[src/rtl/frame_sched.sv]
// Per-frame update sequencer: on each accepted vblnk rising edge, start the enabled requesters one at a time in
// ascending order, with a watchdog per requester and sticky status flags.
module frame_sched #(
    parameter int unsigned TIMEOUT = 4096
) (
    input  logic        pclk,
    input  logic        rst,
    input  logic        vblnk,
    input  logic [3:0]  en,
    input  logic [3:0]  upd_done,
    input  logic        clr_flags,
    output logic [3:0]  upd_start,
    output logic        frame_tick,
    output logic        busy,
    output logic [3:0]  overrun,
    output logic        late,
    output logic [15:0] frame_cnt,
    output logic [7:0]  skip_cnt
);

    localparam int unsigned WD_W = 13;

    typedef enum logic [1:0] {IDLE, ISSUE, WAIT} state_t;

    state_t          state_q, state_d;
    logic [1:0]      idx_q, idx_d;
    logic [3:0]      mask_q, mask_d;
    logic [WD_W-1:0] wdog_q, wdog_d;
    logic            vblnk_q;

    logic [3:0]      upd_start_d, overrun_d;
    logic            frame_tick_d, busy_d, late_d;
    logic [15:0]     frame_cnt_d;
    logic [7:0]      skip_cnt_d;

    logic            rise, fall, adv;
    logic            nxt_found;
    logic [1:0]      nxt_idx, low_idx;

    assign rise = vblnk & ~vblnk_q;
    assign fall = ~vblnk & vblnk_q;

    // Lowest enabled requester and next higher mask bit above the current index
    always_comb begin
        low_idx   = 2'd0;
        nxt_found = 1'b0;
        nxt_idx   = idx_q;
        for (int i = 3; i >= 0; i--) begin
            if (en[i]) low_idx = 2'(i);
            if (mask_q[i] && (i > int'(idx_q))) begin
                nxt_found = 1'b1;
                nxt_idx   = 2'(i);
            end
        end
    end

    // Next-state and next-output logic
    always_comb begin
        state_d      = state_q;
        idx_d        = idx_q;
        mask_d       = mask_q;
        wdog_d       = wdog_q;
        adv          = 1'b0;
        upd_start_d  = '0;
        frame_tick_d = rise;
        frame_cnt_d  = rise ? frame_cnt + 16'd1 : frame_cnt;
        overrun_d    = clr_flags ? 4'd0 : overrun;
        late_d       = clr_flags ? 1'b0 : late;
        skip_cnt_d   = clr_flags ? 8'd0 : skip_cnt;

        if (fall && busy) late_d = 1'b1;
        if (rise && busy) skip_cnt_d = (skip_cnt == 8'hFF) ? 8'hFF : skip_cnt + 8'd1;

        case (state_q)
            IDLE: begin
                if (rise) begin
                    mask_d = en;
                    if (en != 4'd0) begin
                        idx_d   = low_idx;
                        state_d = ISSUE;
                    end
                end
            end
            ISSUE: begin
                wdog_d  = '0;
                state_d = WAIT;
            end
            WAIT: begin
                if (upd_done[idx_q]) begin
                    adv = 1'b1;
                end else if (wdog_q == WD_W'(TIMEOUT - 1)) begin
                    adv                = 1'b1;
                    overrun_d[idx_q]   = 1'b1;
                end else begin
                    wdog_d = wdog_q + WD_W'(1);
                end
            end
            default: state_d = IDLE;
        endcase

        if (adv) begin
            if (nxt_found) begin
                idx_d   = nxt_idx;
                state_d = ISSUE;
            end else begin
                state_d = IDLE;
            end
        end

        busy_d = (state_d != IDLE);
        // Start pulse is visible during the ISSUE cycle itself
        if (state_d == ISSUE) upd_start_d = 4'd1 << idx_d;
    end

    always_ff @(posedge pclk or posedge rst) begin
        if (rst) begin
            state_q    <= IDLE;
            idx_q      <= 2'd0;
            mask_q     <= 4'd0;
            wdog_q     <= '0;
            vblnk_q    <= 1'b1;
            upd_start  <= 4'd0;
            frame_tick <= 1'b0;
            busy       <= 1'b0;
            overrun    <= 4'd0;
            late       <= 1'b0;
            frame_cnt  <= 16'd0;
            skip_cnt   <= 8'd0;
        end else begin
            state_q    <= state_d;
            idx_q      <= idx_d;
            mask_q     <= mask_d;
            wdog_q     <= wdog_d;
            vblnk_q    <= vblnk;
            upd_start  <= upd_start_d;
            frame_tick <= frame_tick_d;
            busy       <= busy_d;
            overrun    <= overrun_d;
            late       <= late_d;
            frame_cnt  <= frame_cnt_d;
            skip_cnt   <= skip_cnt_d;
        end
    end

endmodule
[config.mk]
export PLATFORM = sky130hd
export DESIGN_NAME = frame_sched
export DESIGN_NICKNAME = d
export VERILOG_FILES = /design/src/rtl/frame_sched.sv
export SDC_FILE = /design/constraint.sdc
export NUM_CORES = 1
export LEC_CHECK = 0
export ABC_AREA = 1
export ABC_CLOCK_PERIOD_IN_PS = 1500
export CORE_ASPECT_RATIO = 0.6
export CORE_MARGIN = 8
export CORE_UTILIZATION = 57
export DETAILED_ROUTE_END_ITERATION = 10
export DONT_BUFFER_PORTS = 1
export PLACE_DENSITY = 0.74
export SETUP_SLACK_MARGIN = 0.05
export SLEW_MARGIN = 20
export SYNTH_ARGS = -nofsm -noshare
export SYNTH_HDL_FRONTEND = slang
export SYNTH_SLANG_ARGS = --single-unit
[constraint.sdc]
create_clock -name pclk -period 1.5 [get_ports pclk]
set_clock_uncertainty 0.1 [all_clocks]
set_input_delay 0 -clock pclk [delete_from_list [all_inputs] [get_ports pclk]]
set_output_delay 0 -clock pclk [all_outputs]
set_load 0.01 [all_outputs]
# Yosys cells after proc, flatten, opt, wreduce, memory -nomap -nowiden
# Index checks and enable logic that the tools add are counted.
[totals]
latchBits = 0
in_bits = 12
rom_bits = 0
n_memories = 0
output_inout_bits = 35
ram_bits = 0
reg_bits = 57
[classes]
div = 0
addsub = 3
bitwise_logic = 5
reduce_logical = 14
eq_ne = 7
mul = 0
shifts = 1
magnitude_cmp = 5
mux = 40
[op_table]
columns = ["op", "count"]
rows = [
  ["2-bit 2-to-1 mux", 15],
  ["13-bit 2-to-1 mux", 2],
  ["13-bit case mux with 2 select lines", 1],
  ["8-bit 2-to-1 mux", 3],
  ["4-bit 2-to-1 mux", 5],
  ["16-bit by 1-bit adder with 16-bit output, second input constant", 1],
  ["13-bit by 1-bit adder with 13-bit output, second input constant", 1],
  ["13-bit by 12-bit equality test with 1-bit output, second input constant", 1],
  ["1-bit 2-to-1 mux", 11],
  ["8-bit by 1-bit adder with 8-bit output, second input constant", 1],
  ["8-bit equality test, second input constant", 1],
  ["2-bit nonzero test", 4],
  ["1-bit logical AND", 6],
  ["2-bit case mux with 3 select lines", 1],
  ["2-bit by 1-bit equality test with 1-bit output, second input constant", 2],
  ["2-bit greater-than comparator, first input constant", 2],
  ["2-bit inequality test, second input constant", 2],
  ["4-bit OR", 1],
  ["4-bit nonzero test", 1],
  ["1-bit by 2-bit left shift with 4-bit output, first input constant", 1],
  ["2-bit by 3-bit less-than comparator with 1-bit output, second input constant", 1],
  ["3-bit AND reduction", 1],
  ["1-bit bitwise AND", 2],
  ["1-bit binary-select mux with 2-bit select", 1],
  ["other kinds (7)", 8],
]

# Longest topological paths before layout
# Gate-level depths: netlist of run 1.
[logic_depth]
word_depth = 11
mapped_depth = 13
ltp_nobuf = 13

# Least setup slack after synthesis of run 1
# OpenSTA, ideal clock, no wires.
[synth_timing]
kind = "register to register"
from = "register wdog_q[0]"
to = "register upd_start[3]"
t_required_ns = 1.283
setup_slack_ns = -0.136
setup_time_ns = 0.117
path_stages_with_launch = 11
t_arrival_ns = 1.419
n_path_buf = 0
path_cell_list = "dfrtp_1 -> ha_1 -> nand3_4 -> nor2_8 -> nand2_2 -> a21oi_1 -> nand2_1 -> nand2_2 -> inv_2 -> nand2_1 -> nor2_1"
[synth_between]
elab_chain_cells = 7
elab_cells_between_ends = 9
cone_classes = "eq/ne: 2; shift: 1; mux: 6"
[synth_lines]
columns = ["element", "line", "text"]
rows = [
  ["from (decl)", "28", "logic [WD_W-1:0] wdog_q, wdog_d;"],
  ["from (signal assigned)", "133", "wdog_q <= wdog_d;"],
  ["13-bit by 12-bit equality test with 1-bit output", "91", "end else if (wdog_q == WD_W'(TIMEOUT - 1)) begin"],
  ["1-bit 2-to-1 mux", "91", ""],
  ["1-bit 2-to-1 mux", "89", "if (upd_done[idx_q]) begin"],
  ["1-bit 2-to-1 mux", "74", "case (state_q)"],
  ["2-bit 2-to-1 mux", "101", "if (adv) begin"],
  ["net idx_d[0]", "26", "logic [1:0] idx_q, idx_d;"],
  ["1-bit by 2-bit left shift with 4-bit output", "112", "if (state_d == ISSUE) upd_start_d = 4'd1 << idx_d;"],
  ["4-bit 2-to-1 mux", "112", ""],
  ["net upd_start_d[3]", "31", "logic [3:0] upd_start_d, overrun_d;"],
  ["to (signal assigned)", "135", "upd_start <= upd_start_d;"],
  ["to (decl)", "12", "output logic [3:0] upd_start,"],
]
# The timed path passes the listed nets, and every way through them passes these cells.
# A chain may end at the register's enable or synchronous reset.

# Final worst setup path of run 1
[layout_timing]
from = "register idx_q[0]"
to = "register upd_start[2]"
[layout_between]
elab_chain_cells = 9
elab_cells_between_ends = 26
cone_classes = "order compare: 3; eq/ne: 1; shift: 1; mux: 18; reduce/logical: 3"
[layout_lines]
columns = ["element", "line", "text"]
rows = [
  ["from (decl)", "26", ""],
  ["from (signal assigned)", "131", "idx_q <= idx_d;"],
  ["2-bit greater-than comparator", "50", "if (mask_q[i] && (i > int'(idx_q))) begin"],
  ["1-bit logical AND", "50", ""],
  ["2-bit 2-to-1 mux / 1-bit 2-to-1 mux (equally long branches) (3 in a row)", "50", ""],
  ["2-bit 2-to-1 mux", "102", "if (nxt_found) begin"],
  ["2-bit 2-to-1 mux *", "101", ""],
  ["net idx_d[1]", "26", ""],
  ["1-bit by 2-bit left shift with 4-bit output *", "112", ""],
  ["4-bit 2-to-1 mux *", "112", ""],
  ["net upd_start_d[2]", "31", ""],
]
# The timed path passes the listed nets; every way through them passes the cells marked *. The select of a mux whose other input is x is not followed.

==> results of run 1 <==
==> synth_stat cells, drive strengths merged (4+ instances only) <==
cell / instances / area share
dfrtp: 55 / 0.46
xor2: 14 / 0.041
o21ai: 21 / 0.036
o31ai: 11 / 0.036
inv: 43 / 0.055
nor2: 31 / 0.050
nand3: 28 / 0.056
nand4: 7 / 0.015
xnor2: 11 / 0.033
ha: 7 / 0.030
nor3: 4 / 0.0085
nand2: 99 / 0.14
==> sequential cells by signal, summed over array words and instances (netlist names) <==
signal,count
skip_cnt,8
frame_cnt,16
late,1
busy,1
upd_start,4
frame_tick,1
vblnk_q,1
state_q,2
mask_q,3
overrun,4
wdog_q,13
idx_q,2
==> cells by family (layout without fill, tap and decap cells) <==
family,count (synthesis),after routing,share of synthesized area
simple gates,171,172,0.273
flops,56,56,0.474
buf+inv,48,160,0.0672
compound gates,37,37,0.0828
xor+xnor,25,25,0.0740
fa+ha+maj,7,7,0.0296
==> per-stage QoR <==
| stage | setup WS, ps | util | hold slack, ps | cell area [sq um] |
|---|---|---|---|---|
| after CTS | -154 | 0.830 | 10.0 | 4170 |
| after detailed placement | -182 | 0.720 | -151 | 3620 |
| after global routing | -506 | 0.907 | 56.3 | 4560 |
| after floorplan | -45.4 | - | -95.5 | 3020 |
| after global placement | -102 | 0.720 | -157 | 3620 |
| final | -448 | 0.907 | 25.9 | 4560 |
==> worst max path at each step <==
| stage | end |
|---|---|
| floorplan | wdog_q[5] |
| global placement | wdog_q[0] |
| detailed placement | upd_start[1] |
| CTS | upd_start[1] |
| global route | upd_start[2] |
| finish | upd_start[2] |
==> layer usage <==
layer | vias up | track usage | share of wire
met4 | 0 | 0.0739 | 0.060
li1 | 1328 | - | -
met2 | 210 | 0.374 | 0.47
met1 | 1491 | 0.282 | 0.37
met3 | 68 | 0.0519 | 0.096
met5 | - | 0 | 0
==> final cells by class <==
type / instances / area share
Multi-Input combinational cell: 241 / 0.408
Sequential cell: 56 / 0.308
Timing Repair Buffer: 108 / 0.206
Inverter: 44 / 0.0403
Tap cell: 66 / 0.0181
Clock buffer: 5 / 0.0151
Clock inverter: 3 / 0.00466
==> power groups by stage <==
stage	Clock (mW)	Combinational (mW)	Sequential (mW)
floorplan	0	1.44	2.07
global placement	0	2.41	2.03
detailed placement	0	2.49	2.05
CTS	0.867	3.25	2.03
global route	0.956	4.28	2.11
finish	0.909	4.07	2.10
==> timing repair <==
item                                    4_1_cts  5_1_grt
endpoints found under the hold margin        73        1
hold buffers                                  7        1
cloned                                        1        0
endpoints found under the setup margin       42       49
buffers inserted                             20       15
resized for setup                            64       85
pin swaps                                    25       33
==> worst min-delay path, stage by stage <==
cell     delay (ps)
nor2_1           80
nor2_1           60
nand2_1          80
nand2_2          80
nand2_4          80
inv_2            50
==> flow_summary.yaml, run 1 <==
clocking:
  cts_buffers: 5
  cts_max_path_buffers: 2
  root_buffer: "clkbuf_8"
  path_clk_slew_ps: 110
  clkSinkCount: 56
  clk_latency_ps: 330
  tritoncts: "yes"
  htreeDepth: 2
setup_path:
  end_kind: "flop"
  max_stage_delay_ps: 480
  worstPathArrival_ps: 2110
  r2r_slack_ps: -450
  slowest_stage: "dfrtp_2"
  r2r-end: "upd_start[2]"
  cp_max_fo: 5
  crit_chain: "buf_4, nand2_1, nand2_1, nand2_1, buf_4, o211ai_1, nand2_1, nand2_1, nand2_2, nand2_2, nor2_1"
  r2r_cells: 11
  cp.depth: 11
  critPathRequiredTime_ps: 1660
  r2r_start: "idx_q[0]"
  worstSetupPathType: "reg -> reg"
  critPathTopFamily: "simple AND/OR/NAND/NOR gates"
  critPathLaunchType: "flop"
  timing.critical_path.from: "idx_q[0]"
  cp_common_cell: "nand2_1"
  critPathBufInv: 2
pwr:
  peakVddDrop_v: 0.00138
  power.leakage_nw: 2.30
  report.power.total_mw: 7.07
  switching_share: 0.450
  pwr-share-seq: 0.297
  switchingPower_mw: 3.18
  power_density_nw_per_um2: 1550
  p_int_mw: 3.89
  power_frac_comb: 0.575
  clkPwrFrac: 0.129
placement:
  place_congestion: 0.888
  place_inst: 477
  dpl.hpwl_microns: 5650
  port_buffers: 0
cells_and_area:
  register_area_sq_um: 1410
  num-fill-cells: 189
  drive_gt1_frac: 0.477
  area_delta_synth_final_pct: 54.2
  instances_no_fill: 523
  layout_common_cells: "buf_4, nand2_1, dfrtp_1, inv_1, buf_6"
  mostFrequentLayoutCell: "buf_4"
  multiInputGateArea_sq_um: 1860
  antenna_cells: 0
  layout.nets: 475
floorplanning:
  design.core.area_sq_um: 5030
  die_h_microns: 71.8
  pin_count: 47
  die_w_microns: 109
  die-area_sq_um: 7830
  row_count: 20
  start_util: 0.589
sta:
  fin_ws_ps: -448
  fin_crit_ps: 1950
  setup_viol: 37
  fin_crit_sh: 1.30
  hold_viol: 0
  clock.fmax_mhz: 513
  setup_tns_ps: -5880
  rsz0062_at_grt: "true"
  worst_slew_pin_slew_ps: 562
  slew_viol_final: 0
  max-slew-margin-rel: 0.624
global_route:
  grt_pass1_wl_microns: 13900
  antenna_found_initial: 0
  grt_start_max_net_pins: 28
  grt_overflow: 0
  groute.usage.overall: 0.225
  grt_pass1_vias: 2848
worst_hold_path:
  worstHoldEndpoint: "idx_q[0]"
  hold_path_class: "in -> reg"
  holdPathStages: 6
  worstHoldStart: "en[1]"
outcome:
  status: "finished with violations"
  violations: "negative setup slack"
route:
  drc: 0
  wl_per_cell_microns: 21.0
  wirelength_microns: 11000
  vias: 3097
  firstDrtPassIters: 5
  detail-route-antenna-nets: 0
  routed_via_density: 5.92
  drtIter0Drc: 318
yosys:
  synth-edff-count: 0
  syn_area_per_cell_sq_um: 8.61
  synth_area_sq_um: 2960
  synth_nets: 363
  yosysWarnings: 0
  yosysSeqAreaShare: 0.474
  netlist_instances: 344
  ys.flop_type: "dfrtp_1"
  synth_cell_types: 31
  async_reset_ff_frac: 1.00
  synth-seq-cells: 56
flow_run:
  cap_violations: 0
Note: power is estimated with default switching activity, not from simulation.
==> run 2, diff against run 1 <==
CELL_PAD_IN_SITES_DETAIL_PLACEMENT = 0   (was not set)
CELL_PAD_IN_SITES_GLOBAL_PLACEMENT = 1   (was not set)
CORE_UTILIZATION = 43   (was 57)
PLACE_DENSITY = not set   (was 0.74)
PLACE_DENSITY_LB_ADDON = 0.12   (was not set)
SETUP_SLACK_MARGIN = 0.1   (was 0.05)
==> flow_summary.yaml, run 2 (same netlist as run 1, synthesis figures left out) <==
placement:
  port_buffers: 0
  place_congestion: 0.761
  dpl.hpwl_microns: 5440
  place_inst: 502
route:
  drc: 0
  vias: 2616
  drtIter0Drc: 125
  wirelength_microns: 7870
  wl_per_cell_microns: 14.6
  routed_via_density: 4.86
  firstDrtPassIters: 4
  detail-route-antenna-nets: 0
outcome:
  violations: "negative setup slack"
  status: "finished with violations"
clocking:
  root_buffer: "clkbuf_16"
  path_clk_slew_ps: 70
  cts_max_path_buffers: 2
  tritoncts: "yes"
  cts_buffers: 5
  htreeDepth: 2
  clk_latency_ps: 290
  clkSinkCount: 56
setup_path:
  r2r-end: "upd_start[1]"
  r2r_start: "state_q[0]"
  slowest_stage: "dfrtp_1"
  worstPathArrival_ps: 1780
  cp_common_cell: "inv_2"
  critPathLaunchType: "flop"
  end_kind: "flop"
  critPathRequiredTime_ps: 1580
  r2r_slack_ps: -200
  worstSetupPathType: "reg -> reg"
  max_stage_delay_ps: 390
  crit_chain: "inv_2, ha_4, inv_2, nor2_4, buf_6, nand2_4, nor2_2, nor2_1, nand2_1, nand2_2, nand2_2, inv_2, nand2_1, nor2_1"
  r2r_cells: 14
  cp_max_fo: 4
global_route:
  antenna_found_initial: 0
  groute.usage.overall: 0.163
  grt_pass1_vias: 2572
  grt_start_max_net_pins: 26
  grt_pass1_wl_microns: 12800
  grt_overflow: 0
sta:
  worst_slew_pin_slew_ps: 578
  hold_viol: 0
  slew_viol_final: 0
  setup_viol: 25
  setup_tns_ps: -2600
  fin_ws_ps: -199
  fin_crit_ps: 1700
  clock.fmax_mhz: 588
  rsz0062_at_grt: "true"
  max-slew-margin-rel: 0.614
  fin_crit_sh: 1.13
floorplanning:
  die-area_sq_um: 9880
  row_count: 23
  die_h_microns: 80.3
  die_w_microns: 123
  pin_count: 47
  start_util: 0.443
  design.core.area_sq_um: 6680
pwr:
  peakVddDrop_v: 0.000928
  power.leakage_nw: 2.28
  power_density_nw_per_um2: 1530
cells_and_area:
  drive_gt1_frac: 0.475
  mostFrequentLayoutCell: "buf_4"
  largest_reg_flops: 16
  layout_common_cells: "buf_4, nand2_1, dfrtp_1, inv_1, nor2_1"
  area_delta_synth_final_pct: 54.7
  instances_no_fill: 538
  top_regs: "frame_cnt (16), wdog_q (13), skip_cnt (8)"
  antenna_cells: 0
  num-fill-cells: 513
  top_register: "frame_cnt"
  layout.nets: 469
worst_hold_path:
  hold_path_class: "in -> reg"
  holdPathStages: 6
  worstHoldEndpoint: "idx_q[0]"
  worstHoldStart: "en[1]"
flow_run:
  cap_violations: 0
[run 2: timing repair]
action / in CTS / in global routing
buffers inserted: 15 / 10
resized for setup: 78 / 64
hold buffers: 6 / 1
pin swaps: 23 / 33
hold endpoints to repair: 70 / 3
gates cloned: 1 / 0
setup endpoints to repair: 43 / 52
[run 2: cell type report]
class / count / area, sq um / area share
clock buffer: 5 / 125 / 0.0273
clock inverter: 3 / 42.5 / 0.00929
inverter: 44 / 181 / 0.0396
multi-input combinational: 240 / 1820 / 0.398
sequential: 56 / 1400 / 0.307
tap: 87 / 109 / 0.0238
timing repair buffer: 103 / 896 / 0.196
[run 2: through the flow]
| step | utilization | hold slack [ps] | setup WS, ps | cell area, sq um | total power [mW] |
|---|---|---|---|---|---|
| 5_1_grt | 0.686 | 35.3 | -296 | 4580 | 7.44 |
| 3_3_place_gp | 0.552 | -138 | -242 | 3690 | 4.51 |
| 3_5_place_dp | 0.552 | -144 | -300 | 3690 | 4.54 |
| 6_report | 0.686 | 18.9 | -199 | 4580 | 7.00 |
| 2_1_floorplan | - | -95.5 | -45.4 | 3030 | 3.50 |
| 4_1_cts | 0.644 | -263 | -193 | 4300 | 6.67 |
[run 2: metal layers]
layer	vias to the layer above	global-route usage	routed length (microns)
li1	1314	-	-
met1	1249	0.215	3680
met2	47	0.250	3550
met3	6	0.0679	588
met4	0	0.0251	49
met5	-	0	0
[run 2: how the worst max path moves through the flow]
stage / from / end / slack, ps / cells past startpoint
6_report: state_q[0] / upd_start[1] / -200 / 14
5_1_grt: state_q[0] / upd_start[1] / -300 / 14
4_1_cts: state_q[1] / upd_start[3] / -190 / 13
3_5_place_dp: state_q[1] / upd_start[2] / -300 / 12
3_3_place_gp: state_q[1] / upd_start[2] / -240 / 12
2_1_floorplan: wdog_q[0] / wdog_q[5] / -50 / 10
[run 2: power by group]
group          internal (mW)  leakage (nW)  total, mW  switching (mW)
combinational           1.70          1.45       3.63            1.92
clock                  0.786        0.0798       1.34           0.555
sequential              1.78         0.749       2.03           0.258
total                   4.27          2.28       7.00            2.73
[run 2: critical path, delay by kind of cell, from the launching register on]
family                     cells  cell delay [ps]
DFF                            1              390
buffers and inverters          4              310
and+or+nand+nor                9              660
adders and majority gates      1              140
==> run 3, diff against run 2 <==
ABC_CLOCK_PERIOD_IN_PS = 2200   (was 1500)
CORE_UTILIZATION = 51   (was 43)
clock period = 2.2 ns   (was 1.5 ns; I/O delays follow)
==> flow_summary.yaml, run 3 (same netlist as run 1, synthesis figures left out) <==
floorplanning:
  pin_count: 47
  die_w_microns: 114
  design.core.area_sq_um: 5600
  die-area_sq_um: 8580
  start_util: 0.529
  row_count: 21
  die_h_microns: 75.0
sta:
  max-slew-margin-rel: 0.626
  slew_viol_final: 0
  rsz0062_at_grt: "false"
  fin_crit_sh: 0.877
  setup_viol: 0
  hold_viol: 0
  clock.fmax_mhz: 518
  setup_tns_ps: 0
  worst_slew_pin_slew_ps: 556
  fin_crit_ps: 1930
setup_path:
  end_kind: "flop"
  crit_chain: "inv_2, nand3_1, nand2_2, nor2_4, nand2_1, dlygate4sd3_1, o31ai_1"
  worstPathArrival_ps: 2050
  critPathLaunchType: "flop"
  slowest_stage: "dlygate4sd3_1"
  max_stage_delay_ps: 580
  worstSetupPathType: "reg -> reg"
  cp_max_fo: 6
  critPathRequiredTime_ps: 2320
global_route:
  antenna_found_initial: 0
  grt_start_max_net_pins: 50
  groute.usage.overall: 0.155
  grt_pass1_wl_microns: 10400
  grt_overflow: 0
  grt_pass1_vias: 1994
pwr:
  report.power.total_mw: 3.17
  power_frac_comb: 0.364
  clkPwrFrac: 0.185
  switching_share: 0.424
  peakVddDrop_v: 0.000543
  power.leakage_nw: 1.67
  pwr-share-seq: 0.451
  p_int_mw: 1.83
  switchingPower_mw: 1.35
  power_density_nw_per_um2: 962
placement:
  place_congestion: 0.796
  port_buffers: 0
  dpl.hpwl_microns: 4630
cells_and_area:
  antenna_cells: 0
  mostFrequentLayoutCell: "nand2_1"
  layout_common_cells: "nand2_1, dfrtp_1, inv_1, nor2_1, nand3_1"
  drive_gt1_frac: 0.104
  largest_reg_flops: 16
  area_delta_synth_final_pct: 11.4
  top_register: "frame_cnt"
  num-fill-cells: 514
  utilization: 0.589
  top_regs: "frame_cnt (16), wdog_q (13), skip_cnt (8)"
  layout.nets: 384
clocking:
  path_clk_slew_ps: 100
  cts_max_path_buffers: 2
  tritoncts: "yes"
  postCtsSetupBuffers: 0
  htreeDepth: 2
  cts_buffers: 5
  clkSinkCount: 56
  clk_latency_ps: 310
  root_buffer: "clkbuf_8"
route:
  highest_layer: "met4"
  wl_met2_microns: 2520
  wl_per_cell_microns: 13.8
  firstDrtPassIters: 4
  wirelength_met1_microns: 3170
  drc: 0
  routed_via_density: 5.01
  wl_met3_microns: 452
  detail-route-antenna-nets: 0
  vias: 2234
  wirelength_microns: 6170
  drtIter0Drc: 198
outcome:
  status: "complete, no violations"
flow_run:
  cap_violations: 0
worst_hold_path:
  hold_path_class: "in -> reg"
[run 3: repair_timing]
item                                    4_1_cts  5_1_grt
endpoints found under the setup margin        0        2
hold endpoints to repair                     73        0
gates resized for setup                       0        1
hold buffers                                 13        0
[run 3: final cells by class]
class                      count  area, sq um  share of cell area
multi-input combinational    240         1360               0.412
clock buffer                   5         68.8              0.0209
clock inverter                 3         22.5             0.00683
inverter                      44          165              0.0501
timing repair buffer          18          180              0.0546
tap                           80          100              0.0303
sequential                    56         1400               0.425
[run 3: worst paths after layout]
kind	from	endpoint	slack, ps	cells after the start
worst max-delay path	idx_q[1]	overrun[3]	270	7
worst min-delay path	en[3]	state_q[0]	3	4
worst max register to register	idx_q[1]	overrun[3]	270	7
worst min register to register	wdog_q[1]	wdog_q[1]	420	2
max in group asynchronous	rst	skip_cnt[5]	1220	3
min in group asynchronous	rst	skip_cnt[0]	80	3
[run 3: power groups by stage]
stage	sequential (mW)	combinational (mW)	clock [mW]
after global placement	1.45	1.12	0
after CTS	1.43	1.17	0.610
after detailed placement	1.45	1.13	0
final	1.43	1.15	0.588
after floorplan	1.40	0.952	0
after global routing	1.46	1.33	0.656
[run 3: per-stage QoR]
step | setup WS (ps) | std cells | cell area [sq um] | hold slack, ps
6_report | 270 | 446 | 3300 | 2.69
3_3_place_gp | 328 | 425 | 3080 | -298
5_1_grt | 116 | 446 | 3300 | 24.9
3_5_place_dp | 298 | 425 | 3080 | -299
2_1_floorplan | 564 | 344 | 2960 | -95.5
4_1_cts | 261 | 446 | 3300 | 5.58
[run 3: critical path: cells and delay by family (launching register included)]
| kind | cells | cell delay (ps) |
|---|---|---|
| compound gates | 1 | 200 |
| buf+inv | 2 | 680 |
| flops | 1 | 460 |
| simple gates | 4 | 400 |
[run 3: routing by layer]
layer / vias to the layer above / track usage
met5: - / 0
li1: 1143 / -
met3: 2 / 0.0536
met2: 56 / 0.205
met1: 1033 / 0.231
met4: 0 / 0.0395
